File: config.mk
export PLATFORM = sky130hd
export DESIGN_NAME = bioee_clkdiv_multi
export DESIGN_NICKNAME = d
export VERILOG_FILES = /design/src/rtl/bioee_clkdiv_multi.sv
export SDC_FILE = /design/constraint.sdc
export NUM_CORES = 1
export LEC_CHECK = 0
export CAP_MARGIN = 20
export CORE_ASPECT_RATIO = 0.8
export CORE_UTILIZATION = 45
export CTS_CLUSTER_DIAMETER = 120
export CTS_CLUSTER_SIZE = 14
export DETAILED_ROUTE_END_ITERATION = 10
export DONT_BUFFER_PORTS = 1
export PLACE_DENSITY = 0.66
export SETUP_SLACK_MARGIN = 0.02
export SYNTH_ARGS = -nofsm -noshare
export SYNTH_HDL_FRONTEND = slang
export SYNTH_SLANG_ARGS = --single-unit
File: constraint.sdc
create_clock -name clkin -period 3.85 [get_ports clkin]
set_input_delay 0.1925 -clock clkin [delete_from_list [all_inputs] [get_ports clkin]]
set_output_delay 0.1925 -clock clkin [all_outputs]
set_load 0.005 [all_outputs]
File: src/rtl/bioee_clkdiv_multi.sv
// Multi-channel integer clock divider: NCH independent divided clocks from clkin,
// with shadowed divisor loads applied at period boundaries and a common re-phase strobe.
//
// state   | meaning
// --------+---------------------------------------------------------------
// ST_IDLE | output low, counter held at 0, pending divisor applied here
// ST_RUN  | dividing; restarts each period while enable stays high
// ST_STOP | enable dropped; finishes the current period, then goes idle
module bioee_clkdiv_multi #(
    parameter int NCH         = 4,
    parameter int WIDTH       = 16,
    parameter int DEFAULT_DIV = 2
) (
    input  logic                 clkin,
    input  logic                 resetn,
    input  logic [NCH-1:0]       enable,
    input  logic [NCH-1:0]       load,
    input  logic [NCH*WIDTH-1:0] div_in,
    input  logic                 sync,
    output logic [NCH-1:0]       clkout,
    output logic [NCH-1:0]       tick,
    output logic [NCH-1:0]       running,
    output logic [NCH-1:0]       pending
);

    typedef enum logic [1:0] {
        ST_IDLE = 2'd0,
        ST_RUN  = 2'd1,
        ST_STOP = 2'd2
    } state_t;

    localparam logic [WIDTH-1:0] DIV_RST = WIDTH'(DEFAULT_DIV);
    localparam logic [WIDTH-1:0] DIV_MIN = WIDTH'(2);

    for (genvar c = 0; c < NCH; c++) begin : g_ch
        state_t           state_q, state_d;
        logic [WIDTH-1:0] cnt_q, cnt_d;
        logic [WIDTH-1:0] div_act_q, div_act_d;
        logic [WIDTH-1:0] div_sh_q, div_sh_d;
        logic             pend_q, pend_d;
        logic             clk_q, clk_d;
        logic             tick_q, tick_d;
        logic             apply;

        logic [WIDTH-1:0] slice;
        logic [WIDTH-1:0] cnt_inc;
        logic [WIDTH:0]   hi_len;
        logic [WIDTH-1:0] div_next;
        logic             div_ok;
        logic             boundary;

        assign slice    = div_in[c*WIDTH +: WIDTH];
        assign cnt_inc  = cnt_q + 1'b1;
        assign hi_len   = ({1'b0, div_act_q} + 1'b1) >> 1;
        // Divisor the next period would use if it started now.
        assign div_next = pend_q ? div_sh_q : div_act_q;
        assign div_ok   = (div_next >= DIV_MIN);
        assign boundary = (state_q != ST_IDLE) && (cnt_q == div_act_q - 1'b1);

        always_comb begin
            state_d   = state_q;
            cnt_d     = cnt_q;
            clk_d     = clk_q;
            tick_d    = 1'b0;
            div_act_d = div_act_q;
            apply     = 1'b0;

            case (state_q)
                ST_IDLE: begin
                    cnt_d = '0;
                    clk_d = 1'b0;
                    if (pend_q) begin
                        div_act_d = div_sh_q;
                        apply     = 1'b1;
                    end else if (enable[c] && (div_act_q >= DIV_MIN)) begin
                        state_d = ST_RUN;
                        clk_d   = 1'b1;
                        tick_d  = 1'b1;
                    end
                end
                ST_RUN, ST_STOP: begin
                    if (sync) begin
                        div_act_d = div_next;
                        apply     = pend_q;
                        cnt_d     = '0;
                        if ((state_q == ST_STOP) || !div_ok) begin
                            state_d = ST_IDLE;
                            clk_d   = 1'b0;
                        end else begin
                            state_d = enable[c] ? ST_RUN : ST_STOP;
                            clk_d   = 1'b1;
                            tick_d  = 1'b1;
                        end
                    end else if (boundary) begin
                        cnt_d = '0;
                        if ((state_q == ST_RUN) || enable[c]) begin
                            div_act_d = div_next;
                            apply     = pend_q;
                            if (!div_ok) begin
                                state_d = ST_IDLE;
                                clk_d   = 1'b0;
                            end else begin
                                state_d = enable[c] ? ST_RUN : ST_STOP;
                                clk_d   = 1'b1;
                                tick_d  = 1'b1;
                            end
                        end else begin
                            // Stopped channel ends its last full period; no truncated pulse.
                            state_d = ST_IDLE;
                            clk_d   = 1'b0;
                        end
                    end else begin
                        cnt_d   = cnt_inc;
                        clk_d   = ({1'b0, cnt_inc} < hi_len);
                        state_d = enable[c] ? ST_RUN : ST_STOP;
                    end
                end
                default: begin
                    state_d = ST_IDLE;
                    cnt_d   = '0;
                    clk_d   = 1'b0;
                end
            endcase
        end

        // A load in the same cycle as an apply stays pending for the next one.
        assign div_sh_d = load[c] ? slice : div_sh_q;
        assign pend_d   = load[c] ? 1'b1 : (apply ? 1'b0 : pend_q);

        always_ff @(posedge clkin or negedge resetn) begin
            if (!resetn) begin
                state_q   <= ST_IDLE;
                cnt_q     <= '0;
                div_act_q <= DIV_RST;
                div_sh_q  <= DIV_RST;
                pend_q    <= 1'b0;
                clk_q     <= 1'b0;
                tick_q    <= 1'b0;
            end else begin
                state_q   <= state_d;
                cnt_q     <= cnt_d;
                div_act_q <= div_act_d;
                div_sh_q  <= div_sh_d;
                pend_q    <= pend_d;
                clk_q     <= clk_d;
                tick_q    <= tick_d;
            end
        end

        assign clkout[c]  = clk_q;
        assign tick[c]    = tick_q;
        assign running[c] = (state_q != ST_IDLE);
        assign pending[c] = pend_q;
    end

endmodule

* Word level (Yosys, flattened, before mapping) *
Index checks and enable logic that the tools add are counted.

operators by class
  $add $sub $neg = 12
  $lt $le $gt $ge = 12
  equal/unequal tests = 28
  mux-type cells = 140
  reduce and logical (&&, ||, !) cells = 48

operator list
  kind                                                   number
  two-way mux 16 bit                                     28
  >= comparator 16 x 2 -> 1 bit (second input constant)  8
  case mux 16 bit (2 select lines)                       4
  adder 16 x 1 -> 17 bit (second input constant)         4
  adder 16 x 1 -> 16 bit (second input constant)         4
  == test 16 bit                                         4
  < comparator 16 bit                                    4
  two-way mux 2 bit                                      32
  subtractor 16 x 1 -> 16 bit (second input constant)    4
  two-way mux 1 bit                                      60
  != test 3 bit (second input constant)                  8
  case mux 1 bit (2 select lines)                        12
  nonzero test 2 bit                                     12
  != test 2 bit (second input constant)                  8
  case mux 2 bit (2 select lines)                        4
  AND reduction 3 bit                                    4
  == test 2 x 1 -> 1 bit (second input constant)         4
  == test 2 bit (second input constant)                  4
  logical AND 1 bit                                      8
  logical NOT 2 bit                                      4
  logical OR 1 bit                                       8
  AND reduction 2 bit                                    4
  OR reduction 2 bit                                     4
  logical NOT 1 bit                                      4

word-level totals
  bits in registers = 212
  input bits = 75
  output and inout bits = 16

* Depth between registers and ports, before layout *
  depth after elaboration = 8
  mapped depth = 15

* Worst setup path before layout *
OpenSTA, ideal clock, no wires.

  path kind = register to register
  start = register g_ch[2].div_act_q[1]
  end = register g_ch[2].div_act_q[10]
  setup time = 127 ps
  data arrival time = 3388 ps
  data required time = 3723 ps
  path slack = 334 ps
  stages on the path, launching flop included = 12
  path buffers = 2
  cells stage by stage = dfstp_2 > clkbuf_1 > inv_1 > ha_1 > nor3b_2 > a211oi_1 > o22ai_1 > or4_1 > a2111o_1 > a211oi_4 > buf_6 > mux2_1

on the way
  word-level cells in the longest chain between the ends = 5

ends and longest elaborated chain
  item                                  line  text
  from (decl)                           38    logic [WIDTH-1:0] div_act_q, div_act_d;
  from (signal assigned)                142   div_act_q <= div_act_d;
  subtractor 16 x 1 -> 16 bit           58    assign boundary = (state_q != ST_IDLE) && (cnt_q == div_act_q - 1'b1);
  == test 16 bit                        58
  logical AND 1 bit                     58
  != test 3 bit (no source line)        -
  AND reduction 3 bit (no source line)  -

Every way passes these cells.
A chain may end at the register's enable or synchronous reset.

* Worst setup path after layout *
  start = register g_ch[1].div_act_q[1]
  end = register g_ch[1].state_q[0]

on the way
  word-level cells in the longest chain between the ends = 7

ends and longest elaborated chain
  item                                                                                 line  text
  from (decl)                                                                          38
  from (signal assigned)                                                               142
  parallel branches: the longest is 7 deep, another holds subtractor 16 x 1 -> 16 bit  -
  to (signal assigned)                                                                 140   state_q <= state_d;
  to (decl)                                                                            36    state_t state_q, state_d;

Several ways; the timed one is not identified.

==> results.py <==
metrics = {
    "power": {
        "pwr-share-comb": 0.448,
        "switching_share": 0.4217,
        "p_sw_mw": 4.368,
        "power.leakage_nw": 6.915,
        "p_int_mw": 5.990,
        "power_frac_seq": 0.382,
        "power_density_nw_per_um2": 638.6,
        "peakVddDrop_v": 0.0004824,
        "total_power_mw": 10.36,
        "pwr-share-clk": 0.170,
    },
    "global_route": {
        "grt_pass1_wl_mm": 58.93,
        "grt_pass1_vias": 10940,
        "grtUsageTotal": 0.2172,
        "grt_start_max_net_pins": 213,
        "grt_overflow": 0,
        "grt_antenna_before_repair": 0,
    },
    "yosys": {
        "synth-xor-area-share": 0.1121,
        "avgSynthCellArea_um2": 9.703,
        "synthSimpleGateAreaFrac": 0.2011,
        "synth-adder-area-share": 0.07877,
        "syn-num-nets": 1673,
        "synthMuxAreaShare": 0.1022,
        "ys.flop_type": "dfrtp_1",
        "netlist_area_um2": 14610,
        "yosysWarningCount": 0,
        "async_flop_share": 1.000,
        "synth_top_family_by_area": "simple AND/OR/NAND/NOR gates",
        "synth-edff-count": 0,
        "synth_cells": 1506,
        "yosysUniqueCellTypes": 80,
        "synth_compound_area_frac": 0.09958,
        "yosysSeqAreaShare": 0.3637,
        "ys_ff_latch": 212,
    },
    "job": {
        "cap_violations": 0,
    },
    "worst_setup_path": {
        "timing.rr.start": "g_ch[1].div_act_q[1]$_DFFE_PN1P_",
        "startpoint_type": "flop",
        "critPathMaxFanout": 9,
        "end_kind": "flop",
        "crit_type": "flop to flop",
        "rr_worst_depth": 10,
        "required_ns": 4.23,
        "ff2ff_setup_slack_ns": 0.15,
        "r2r_end": "g_ch[1].state_q[0]$_DFFE_PN0P_",
        "critPathArrivalTime_ns": 4.08,
    },
    "route": {
        "routed_wl_mm": 35.76,
        "vias": 11410,
        "drtAntennaViolNets": 0,
        "viasPerCell": 5.826,
        "drcViolationCount": 0,
        "wl_per_cell_um": 18.26,
        "drtIter0Drc": 942,
        "drt_first_pass_iters": 5,
    },
    "place": {
        "place_congestion": 0.9381,
        "hpwl_mm": 25.42,
        "portBuffers": 0,
        "dp_cells": 1847,
        "preCtsSetupSlack_ns": 0.2530,
    },
    "floorplan": {
        "num_rows": 58,
        "core_um2": 31710,
        "start_util": 0.4608,
        "die_y_um": 163.2,
        "die_x_um": 203.5,
        "boundaryPins": 91,
        "die_area_um2": 33200,
    },
    "timing": {
        "finalClockSkew_ns": 0.01502,
        "whs_ns": -0.6078,
        "setup_viol": 0,
        "fmax_mhz": 269.9,
        "relSlewSlack": 0.4591,
        "layout_setup_ws_ns": 0.1454,
        "period_needed_ns": 3.705,
        "fin_crit_sh": 0.9622,
        "finalHoldViolations": 212,
        "rsz0062_at_grt": "true",
        "tightest_slew_ns": 0.8087,
        "maxSlewViolCount": 0,
    },
    "cells_and_area": {
        "n_fill_cell": 2856,
        "fin_cells": 1958,
        "fin_nets": 1694,
        "layout-drive-gt1-share": 0.1274,
        "layout_commonest_cell": "dfrtp_1",
        "final_cell_mix": "204 x dfrtp_1, 118 x mux2_2, 107 x xnor2_1",
        "n_antenna_cell": 0,
        "area_growth_pct": 11.00,
    },
    "clock_tree": {
        "cts_tree": "yes",
        "hold_buffers": 79,
        "cts.htree.levels": 1,
        "root_buffer": "clkbuf_16",
        "clk_latency_ns": 0.49,
        "cts_buffers": 19,
        "clk_path_buf_depth": 3,
        "cts_num_sinks": 212,
        "clk_pin_slew_ns": 0.07,
        "postCtsSetupBuffers": 0,
    },
    "hold_path": {
        "hp-class": "input port to asynchronous set/reset pin",
    },
    "run_status": {
        "status": "finished, violations left",
        "violations": "hold timing",
    },
}
## routing by layer
layer | vias up | track usage | share of wire
li1 | 5489 | - | -
met1 | 5563 | 0.3243 | 0.49
met2 | 314 | 0.3376 | 0.44
met3 | 41 | 0.02793 | 0.049
met4 | 0 | 0.03896 | 0.017
met5 | - | 0 | 0
## power by group through the flow
stage	combinational [mW]	clock, mW	sequential (mW)
floorplan	4.23	0	3.11
global placement	4.34	0	3.95
detailed placement	4.43	0	3.98
CTS	4.58	1.84	3.93
global route	5.11	1.90	4.08
finish	4.64	1.76	3.96
## layout make-up
type	instances	area (um2)	area share
Tap cell	420	525.5	0.03240
Clock buffer	31	520.5	0.03209
Inverter	46	172.7	0.01064
Multi-Input combinational cell	1145	8700	0.5363
Timing Repair Buffer	103	970.9	0.05986
Sequential cell	212	5315	0.3277
Clock inverter	1	16.27	0.001003
## sequential cells by signal (all words and copies together), names as in the netlist
| register | cells |
|---|---|
| g_ch.clk_q | 4 |
| g_ch.cnt_q | 64 |
| g_ch.div_act_q | 64 |
| g_ch.div_sh_q | 64 |
| g_ch.pend_q | 4 |
| g_ch.state_q | 8 |
| g_ch.tick_q | 4 |
## critical path, stage by stage, from the launching register on
cell	delay [ns]
dfstp_2	0.64
inv_1	0.10
ha_1	0.32
xor2_1	0.21
nand3_1	0.10
or4_1	0.56
nor4_2	0.30
nand4_1	0.20
or3_1	0.35
a32o_1	0.25
dlygate4sd3_1	0.54
## through the flow
step / setup TNS (ns) / utilization / instance area, um2
final: 0 / 0.5115 / 16220
after global routing: -0.005739 / 0.5115 / 16220
after CTS: 0 / 0.5108 / 16200
after detailed placement: 0 / 0.4689 / 14870
after global placement: 0 / 0.4689 / 14870
after floorplan: 0 / - / 14610
## worst max-delay path by stage
stage,startpoint,to,cells past startpoint
after floorplan,g_ch[2].div_act_q[1]$_DFFE_PN1P_,g_ch[2].div_act_q[10]$_DFFE_PN0P_,11
after global placement,g_ch[2].div_act_q[0]$_DFFE_PN0P_,g_ch[2].div_act_q[4]$_DFFE_PN0P_,10
after detailed placement,g_ch[2].div_act_q[0]$_DFFE_PN0P_,g_ch[2].div_act_q[2]$_DFFE_PN0P_,10
after CTS,g_ch[1].div_act_q[1]$_DFFE_PN1P_,g_ch[1].state_q[0]$_DFFE_PN0P_,10
final,g_ch[1].div_act_q[1]$_DFFE_PN1P_,g_ch[1].state_q[0]$_DFFE_PN0P_,10
after global routing,g_ch[1].div_act_q[1]$_DFFE_PN1P_,g_ch[1].state_q[0]$_DFFE_PN0P_,10
## cells in the mapped netlist, types with 20 or more instances
cell / number / area (um2)
inv_1: 45 / 168.9
nand3_1: 62 / 310.3
ha_1: 92 / 1151
dfrtp_1: 204 / 5105
xnor2_1: 107 / 937.2
nand2_1: 74 / 277.8
nor2_1: 85 / 319.1
and3_1: 70 / 437.9
a21o_1: 20 / 150.1
nor3_1: 35 / 175.2
a21oi_1: 42 / 210.2
clkbuf_1: 74 / 277.8
nor2b_1: 34 / 212.7
mux2_2: 118 / 1329
xor2_1: 80 / 700.7
nand4_1: 35 / 219.0
o21ai_0: 26 / 130.1
nor4_1: 35 / 219.0
## cell families (layout without fill, tap and decap cells)
logic type                 after synthesis  in the layout
AOI/OAI and AO/OA                      205            205
xor gates and xnor gates               187            187
adders and majority gates               92             92
buffers and inverters                  149            181
DFF                                    212            212
muxes                                  133            133
and+or+nand+nor                        528            528
## repair_timing
action | CTS | global route
setup endpoints to repair | 0 | 18
gates resized for setup | 0 | 4
endpoints found under the hold margin | 291 | 212
Power figures use the tool's default switching activity.
